===== config.mk =====
export PLATFORM = sky130hd
export DESIGN_NAME = fetch
export DESIGN_NICKNAME = d
export VERILOG_FILES = /design/src/rtl/fetch.sv
export SDC_FILE = /design/constraint.sdc
export NUM_CORES = 1
export LEC_CHECK = 0
export CORE_MARGIN = 2
export CORE_UTILIZATION = 49
export CTS_BUF_LIST = sky130_fd_sc_hd__clkbuf_8
export DETAILED_ROUTE_END_ITERATION = 12
export PLACE_DENSITY = 0.91
export SYNTH_ARGS = -nofsm -noshare
export SYNTH_HDL_FRONTEND = slang
export SYNTH_SLANG_ARGS = --single-unit
export TNS_END_PERCENT = 100

===== constraint.sdc =====
create_clock -name clk_i -period 4.7 [get_ports clk_i]
set_clock_uncertainty 0.2 [all_clocks]
set_input_delay 0.705 -clock clk_i [delete_from_list [all_inputs] [get_ports clk_i]]
set_output_delay 0.705 -clock clk_i [all_outputs]
set_load 0.03 [all_outputs]

===== src/rtl/fetch.sv =====
// -----------------------------------------------------------------------------
// fetch: instruction fetch unit for the single-issue MIPS core.
//
// Reads one instruction word at a time from instruction memory over a req/ack
// handshake and holds it in an instruction register (IR). The IR and its
// decoded fields go to the decode/control stage under a valid/ready handshake.
// At accept time the control stage's branch decision (pc_load_i) selects the
// next PC. An external redirect restarts fetch from any state.
//
// Handshakes:
//   imem: imem_req_o is high for the whole FETCH state. imem_addr_o holds
//         steady until imem_ack_i, unless a redirect abandons the request.
//         imem_ack_i qualifies imem_data_i in the same cycle. An ack in the
//         first request cycle is legal.
//   instr: instr_valid_o stays high until instr_valid_o & instr_ready_i.
//         While it is high, instr_o, pc_o and the derived fields stay stable.
//
// Ports:
//   clk_i, rst_i           clock (rising edge), async active-high reset
//   imem_req_o/addr_o      read request and word address (= PC)
//   imem_ack_i/data_i      read complete and returned instruction word
//   instr_valid_o/ready_i  IR holds an unconsumed instruction / decode accepts
//   instr_o, opcode_o, funct_o, imm_o  IR and its fields (imm sign-extended)
//   pc_o                   PC of the instruction in instr_o
//   pc_load_i              branch taken, used only in the accept cycle
//   redirect_i/redirect_pc_i  restart fetch at redirect_pc_i (bits [1:0] := 0)
// -----------------------------------------------------------------------------
module fetch #(
    parameter int                    ADDR_WIDTH = 32,
    parameter logic [ADDR_WIDTH-1:0] RESET_PC   = '0
) (
    input  logic                  clk_i,
    input  logic                  rst_i,
    output logic                  imem_req_o,
    output logic [ADDR_WIDTH-1:0] imem_addr_o,
    input  logic                  imem_ack_i,
    input  logic [31:0]           imem_data_i,
    output logic                  instr_valid_o,
    input  logic                  instr_ready_i,
    output logic [31:0]           instr_o,
    output logic [5:0]            opcode_o,
    output logic [5:0]            funct_o,
    output logic [31:0]           imm_o,
    output logic [ADDR_WIDTH-1:0] pc_o,
    input  logic                  pc_load_i,
    input  logic                  redirect_i,
    input  logic [ADDR_WIDTH-1:0] redirect_pc_i
);

    localparam logic [0:0] STATE_FETCH = 1'b0;
    localparam logic [0:0] STATE_ISSUE = 1'b1;

    logic [0:0]            state_q, state_d;
    logic [ADDR_WIDTH-1:0] pc_q, pc_d;
    logic [ADDR_WIDTH-1:0] issue_pc_q, issue_pc_d;
    logic [31:0]           ir_q, ir_d;

    logic                  accept;
    logic [ADDR_WIDTH-1:0] pc_seq;
    logic [ADDR_WIDTH-1:0] br_off;
    logic [ADDR_WIDTH-1:0] redirect_target;

    // The low address bits of a redirect target are forced to zero.
    logic unused_redirect_lsbs;
    assign unused_redirect_lsbs = ^redirect_pc_i[1:0];

    assign redirect_target = {redirect_pc_i[ADDR_WIDTH-1:2], 2'b00};

    // Fields are plain wiring from the IR.
    assign instr_o  = ir_q;
    assign opcode_o = ir_q[31:26];
    assign funct_o  = ir_q[5:0];
    assign imm_o    = {{16{ir_q[15]}}, ir_q[15:0]};
    assign pc_o     = issue_pc_q;

    assign imem_req_o    = (state_q == STATE_FETCH);
    assign imem_addr_o   = pc_q;
    assign instr_valid_o = (state_q == STATE_ISSUE);
    assign accept        = instr_valid_o & instr_ready_i;

    // pc_q still holds the issued instruction's PC while in ISSUE, so the
    // branch target is computed from it. The sum wraps modulo 2^ADDR_WIDTH.
    assign pc_seq = pc_q + ADDR_WIDTH'(4);
    assign br_off = ADDR_WIDTH'($signed({imm_o[29:0], 2'b00}));

    always_comb begin
        state_d    = state_q;
        pc_d       = pc_q;
        issue_pc_d = issue_pc_q;
        ir_d       = ir_q;
        if (redirect_i) begin
            // Redirect overrides a same-cycle ack (data dropped) and a
            // same-cycle accept (pc_load_i dropped).
            pc_d    = redirect_target;
            state_d = STATE_FETCH;
        end else begin
            case (state_q)
                STATE_FETCH: begin
                    if (imem_ack_i) begin
                        ir_d       = imem_data_i;
                        issue_pc_d = pc_q;
                        state_d    = STATE_ISSUE;
                    end
                end
                STATE_ISSUE: begin
                    if (accept) begin
                        pc_d    = pc_load_i ? (pc_seq + br_off) : pc_seq;
                        state_d = STATE_FETCH;
                    end
                end
                default: state_d = STATE_FETCH;
            endcase
        end
    end

    always_ff @(posedge clk_i or posedge rst_i) begin
        if (rst_i) begin
            state_q    <= STATE_FETCH;
            pc_q       <= RESET_PC;
            issue_pc_q <= RESET_PC;
            ir_q       <= 32'h0000_0000;
        end else begin
            state_q    <= state_d;
            pc_q       <= pc_d;
            issue_pc_q <= issue_pc_d;
            ir_q       <= ir_d;
        end
    end

endmodule


Yosys cells after proc, flatten, opt, wreduce, memory -nomap -nowiden
Cells that the tools add are included.
- flip-flop bits (word level): 97
- input port bits: 70
- reductions and logical operators: 4
- bitwise operators: 3
- muxes and demuxes: 8
- add/subtract/negate cells: 2
- operators by type and width (operator ; number):
    two-way mux 32 bit ; 4
    adder 32 x 3 -> 32 bit (second input constant) ; 1
    adder 32 bit ; 1
    nonzero test 2 bit ; 2
    two-way mux 1 bit ; 3
    AND reduction 3 bit ; 1
    NOT 1 bit ; 2
    case mux 1 bit (2 select lines) ; 1
    AND reduction 2 bit ; 1
    bitwise AND 1 bit ; 1

Logic depth before layout (Yosys ltp)
- depth after elaboration: 6
- mapped depth: 17
- gate-level depth less buffers: 15

Worst setup path after synthesis
No wires, ideal clock.
- path type: flip-flop to flip-flop
- start: register pc_q[9], in the netlist imem_addr_o[9]
- end: register pc_q[29], in the netlist imem_addr_o[29]
- setup slack: 780 ps
- setup time: 137 ps
- data required time: 4363 ps
- arrival: 3583 ps
- cell stages (with the launch flop): 16
- clock period less this slack: 3920 ps
- path through: dfrtp_1 -> buf_4 -> and4_1 -> and3_1 -> buf_4 -> nand3_1 -> or3_1 -> xnor2_1 -> ha_1 -> o21a_1 -> a221o_1 -> a221oi_2 -> nor2_1 -> a221oi_2 -> mux2i_1 -> o211ai_1
- word-level cells in the longest chain between the ends: 6
- RTL lines (what ; RTL line ; source):
    start, declared ; 54 ; logic [ADDR_WIDTH-1:0] pc_q, pc_d;
    start signal, assigned ; 124 ; pc_q <= pc_d;
    adder 32 x 3 -> 32 bit (*) ; 83 ; assign pc_seq = pc_q + ADDR_WIDTH'(4);
    adder 32 bit ; 107 ; pc_d = pc_load_i ? (pc_seq + br_off) : pc_seq;
    two-way mux 32 bit (*) ; 107 ;
    two-way mux 32 bit (*) ; 106 ; if (accept) begin
    two-way mux 32 bit (*) ; 97 ; case (state_q)
    two-way mux 32 bit (*) ; 91 ; if (redirect_i) begin
Mark *: on every way between the ends. The rest lies on a longest branch, timed or not. The select of a mux whose other input is x is not followed.
A chain may end at the register's enable or synchronous reset.

Worst setup path after layout
- start: register pc_q[4], in the netlist imem_addr_o[4]
- end: register pc_q[29], in the netlist imem_addr_o[29]
Same word-level chain as after synthesis.

==> flow_results.org <==
** Clocking
- CTS Buffer Depth :: 2
- TritonCTS clock tree :: done
- The number of clock buffers added by TritonCTS is 9.
- The H-tree was split into 3 levels.
- Cells resized by post-CTS repair :: 0
- Number of clock sinks :: 93
- Post-cts hold buffer count :: 0
- Post-CTS setup buffer count :: 0
- Clock tree synthesis selected as its root buffer the cell sky130_fd_sc_hd__clkbuf_8.
- Clock-pin slew was measured on the worst setup and hold paths at ~100 ps.
- Clock latency on the worst-skew pair, taken at its later pin, is 400 ps.

** Logic synthesis
- Post-synth EDFFs :: 0
- Synth Area in Compound Gates :: 17.4%
- Synth Register Bits :: 93
- Total of warnings raised by yosys :: 0
- Of the post-synthesis cell area, the part taken by muxes is between 10% and 20%.
- Synthesized area divided by synthesized cell count :: around 9.5 um2
- Summing the areas of all and, or, nand and nor instances in the mapped netlist gives roughly 14% of the synthesized area.
- Gate count of the mapped netlist :: 709
- After synthesis, the share of flip-flops with an asynchronous set or reset is 100%.
- Post-synthesis share of cell area spent on xor and xnor gates :: 6.24%
- By area, the combinational part of the netlist is dominated by compound AO/OA/AOI/OAI gates.
- Top_reg_cell synth :: sky130_fd_sc_hd__dfrtp_1
- Adder and majority cell fraction of the synthesized area :: 7.16%
- Sequential share of the synthesized area :: 34.5%
- The cell area that synthesis handed to floorplanning was 6740 um2.
- Distinct cell type count after synthesis :: between 70 and 80

** Pwr
- Internal power comes to about 2.1 mW.
- Sw Pwr :: 1.63 mW
- Registers are responsible for 29.8% of the overall power.
- Combinational Power Share :: a little over half
- Power per standard cell area :: between 400 and 500 nW/um2
- IR analysis of the VDD net gives a maximum drop of 0.000321 V.
- The design draws 3.72 mW.
- Clock network fraction of total power :: between 15 and 20%
- In this run switching power makes up 43.8% of total power.
- Leak :: 3.72 nW

** Critical path
- The worst setup path is of the flop to flop kind.
- Critical path launch point type :: flop
- Worst setup EP type :: flop
- CP peak stage delay :: 510 ps
- Required time at the worst-slack endpoint :: ~4800 ps
- Counting both buffers and inverters, the worst setup path holds a total of 1.
- Data on the critical path arrives at its endpoint at 4330 ps.
- Ordered cell list for the critical path :: and4_1 > and4_1 > buf_4 > nand2_1 > xnor2_1 > ha_1 > o21ai_0 > o21ai_1 > a221o_1 > a221oi_2 > nor2_1 > a221oi_2 > mux2i_1 > o211ai_1
- For this design, the slowest cell found on the critical path is sky130_fd_sc_hd__dfrtp_1.
- Peak fanout along the critical path :: 8
- The cell family contributing the most delay on the critical path is compound AO/OA/AOI/OAI gates.

** STA
- For the pin with the worst max-slew slack, the measured transition is about 830 ps.
- Accumulated negative setup slack :: 0 ps
- Worst hold margin :: between 300 and 400 ps
- Fin. Hold Viols :: 0
- Final worst path period need :: around 4300 ps
- Once routing completed, OpenROAD measured the worst setup slack at between 400 and 500 ps.
- Measured against its own limit, the worst slew margin works out to around 45%.
- FMAX :: 234 MHz
- Number of pins with negative max-slew slack in the final report :: 0
- Share of the clock period used by the worst path after layout :: 90.9%
- Setup repair after global routing missed its margin :: no
- Endpoints failing setup :: 0

** Routing
- For this block, the routed nets add up to between 15000 and 20000 um of wire.
- Remaining DRCs :: 0
- The detail route stage leaves a number of antenna-violating nets equal to 0.
- The detailed router finished its first iteration with around 500 violations.
- In the final routed layout, each cell accounts on average for 18.9 um.
- Dividing the detail-routed via count by the number of cells gives 5.88.
- Detailed-routing iteration count for the pre-antenna-repair pass :: 5
- Across all layers, the routed design uses 6130 vias.

** Outcome
- The flow ran to the end, and the final reports show no timing, DRC or antenna violations.

** Layout
- Most frequent standard cell in the layout excluding fill and tap cells :: sky130_fd_sc_hd__clkdlybuf4s50_1
- Cells with a size suffix above 1 make up 13.6% of the layout.
- The repair_antennas step left the layout with diodes totalling 0.
- In the layout the commonest cells are sky130_fd_sc_hd__clkdlybuf4s50_1 (204), sky130_fd_sc_hd__dfrtp_1 (93), sky130_fd_sc_hd__mux2_2 (63), sky130_fd_sc_hd__nand2_1 (60), sky130_fd_sc_hd__nor2_1 (43).
- Area growth from synthesis to layout :: 30.6%
- The finished layout holds 1042 standard cells, fillers aside.
- Final Net Count :: between 900 and 1000
- Count of filler cells inserted in the layout :: 1054

** Place
- Worst-case setup slack after placement :: 516 ps
- Number of buffers inserted by port buffering :: 205
- Estimated wirelength of the detail-placed design :: 14500 um
- Number of instances in the placed design :: 1026
- The congestion estimate from routability-driven global placement came to 0.944.

** Floorplan
- Floorplan die width :: 121 um
- From bottom edge to top edge, the die measures approximately 120 um.
- Effective utilization at floorplan :: 50.5%
- The floorplan step defined a die boundary enclosing 14700 um2.
- Total I/O pin count :: 212
- The floorplan has 42 rows.
- The floorplan step defined a core boundary enclosing around 13000 um2.

** GRT
- First-pass GRT wire length :: 30900 um
- Entering global routing, the biggest net connects 53 pins.
- Overflow after GRT :: 0
- Vias in the first global route :: ~6000
- GRT Util Overall :: a little over a quarter
- Initial antenna violation count :: 0

** Hold path
- Hold Crit Class :: flop to flop

** Flow run
- Max-capacitance violation count :: 0
==> path summary, 6_finish.rpt <==
path | from | cells after the start | end | slack [ps]
max in group asynchronous | rst_i | 3 | imem_addr_o[14]$_DFFE_PP0P_ | 2970
worst min register to register | instr_o[16]$_DFFE_PP0P_ | 1 | instr_o[16]$_DFFE_PP0P_ | 310
worst max register to register | imem_addr_o[4]$_DFFE_PP0P_ | 14 | imem_addr_o[29]$_DFFE_PP0P_ | 430
min in group asynchronous | rst_i | 2 | instr_o[28]$_DFFE_PP0P_ | 480
worst max-delay path | imem_addr_o[4]$_DFFE_PP0P_ | 14 | imem_addr_o[29]$_DFFE_PP0P_ | 430
worst min-delay path | instr_o[16]$_DFFE_PP0P_ | 1 | instr_o[16]$_DFFE_PP0P_ | 310
==> cells by family (layout without fill, tap and decap cells) <==
family,after synthesis,count (layout)
fa+ha+maj,38,38
flops,93,93
other cells,1,4
xor+xnor,48,48
simple gates,193,193
mux,73,73
buf+inv,97,251
compound gates,166,166
==> registers in the layout (all words and copies together), names as in the netlist <==
| signal | flops |
|---|---|
| imem_addr_o | 30 |
| instr_o | 32 |
| pc_o | 30 |
| instr_valid_o | 1 |
==> cell usage after synthesis (7+ instances only) <==
master	count	area [um2]
sky130_fd_sc_hd__dfrtp_1	93	2330
sky130_fd_sc_hd__mux2_2	63	709
sky130_fd_sc_hd__nand2_1	60	225
sky130_fd_sc_hd__buf_4	50	375
sky130_fd_sc_hd__nor2_1	44	165
sky130_fd_sc_hd__ha_1	37	463
sky130_fd_sc_hd__a21oi_1	33	165
sky130_fd_sc_hd__xnor2_1	28	245
sky130_fd_sc_hd__clkbuf_1	22	82.6
sky130_fd_sc_hd__o21ai_0	21	105
sky130_fd_sc_hd__a21o_1	20	150
sky130_fd_sc_hd__xor2_1	20	175
sky130_fd_sc_hd__nand3_1	19	95.1
sky130_fd_sc_hd__inv_1	16	60.1
sky130_fd_sc_hd__nor3_1	12	60.1
sky130_fd_sc_hd__nand4_1	11	68.8
sky130_fd_sc_hd__o21a_1	10	75.1
sky130_fd_sc_hd__a31oi_1	9	56.3
sky130_fd_sc_hd__and2_1	9	56.3
sky130_fd_sc_hd__mux2i_1	9	90.1
sky130_fd_sc_hd__o21ai_1	8	40.0
sky130_fd_sc_hd__and3_1	7	43.8
sky130_fd_sc_hd__nand2b_1	7	43.8
==> power groups by stage <==
stage          Sequential [mW]  Clock, mW  Combinational (mW)
2_1_floorplan             1.38          0                1.12
3_3_place_gp              1.11          0                1.98
3_5_place_dp              1.12          0                2.02
4_1_cts                   1.10      0.579                2.03
5_1_grt                   1.13      0.613                2.17
6_report                  1.11      0.572                2.04
==> per-layer routing <==
layer / GRT usage [%] / vias up / routed length, um
li1: - / 2825 / -
met1: 33.7 / 2952 / 7660
met2: 45.2 / 308 / 9750
met3: 5.73 / 45 / 1710
met4: 11.7 / 0 / 554
met5: 0 / - / 0
==> final cells by class <==
class                           instances  area [um2]  share of cell area [%]
Clock buffer                            9         124                    1.41
Timing Repair Buffer                  218        2140                    24.4
Multi-Input combinational cell        522        3850                    43.7
Tap cell                              176         220                    2.50
Clock inverter                          7        75.1                   0.852
Sequential cell                        93        2330                    26.4
Inverter                               17        66.3                   0.753
==> stage by stage <==
step	utilization (%)	area, um2
floorplan	-	6750
global placement	64.5	8610
detailed placement	64.5	8610
CTS	66.0	8810
global route	66.0	8810
finish	66.0	8810
Power figures use the tool's default switching activity.
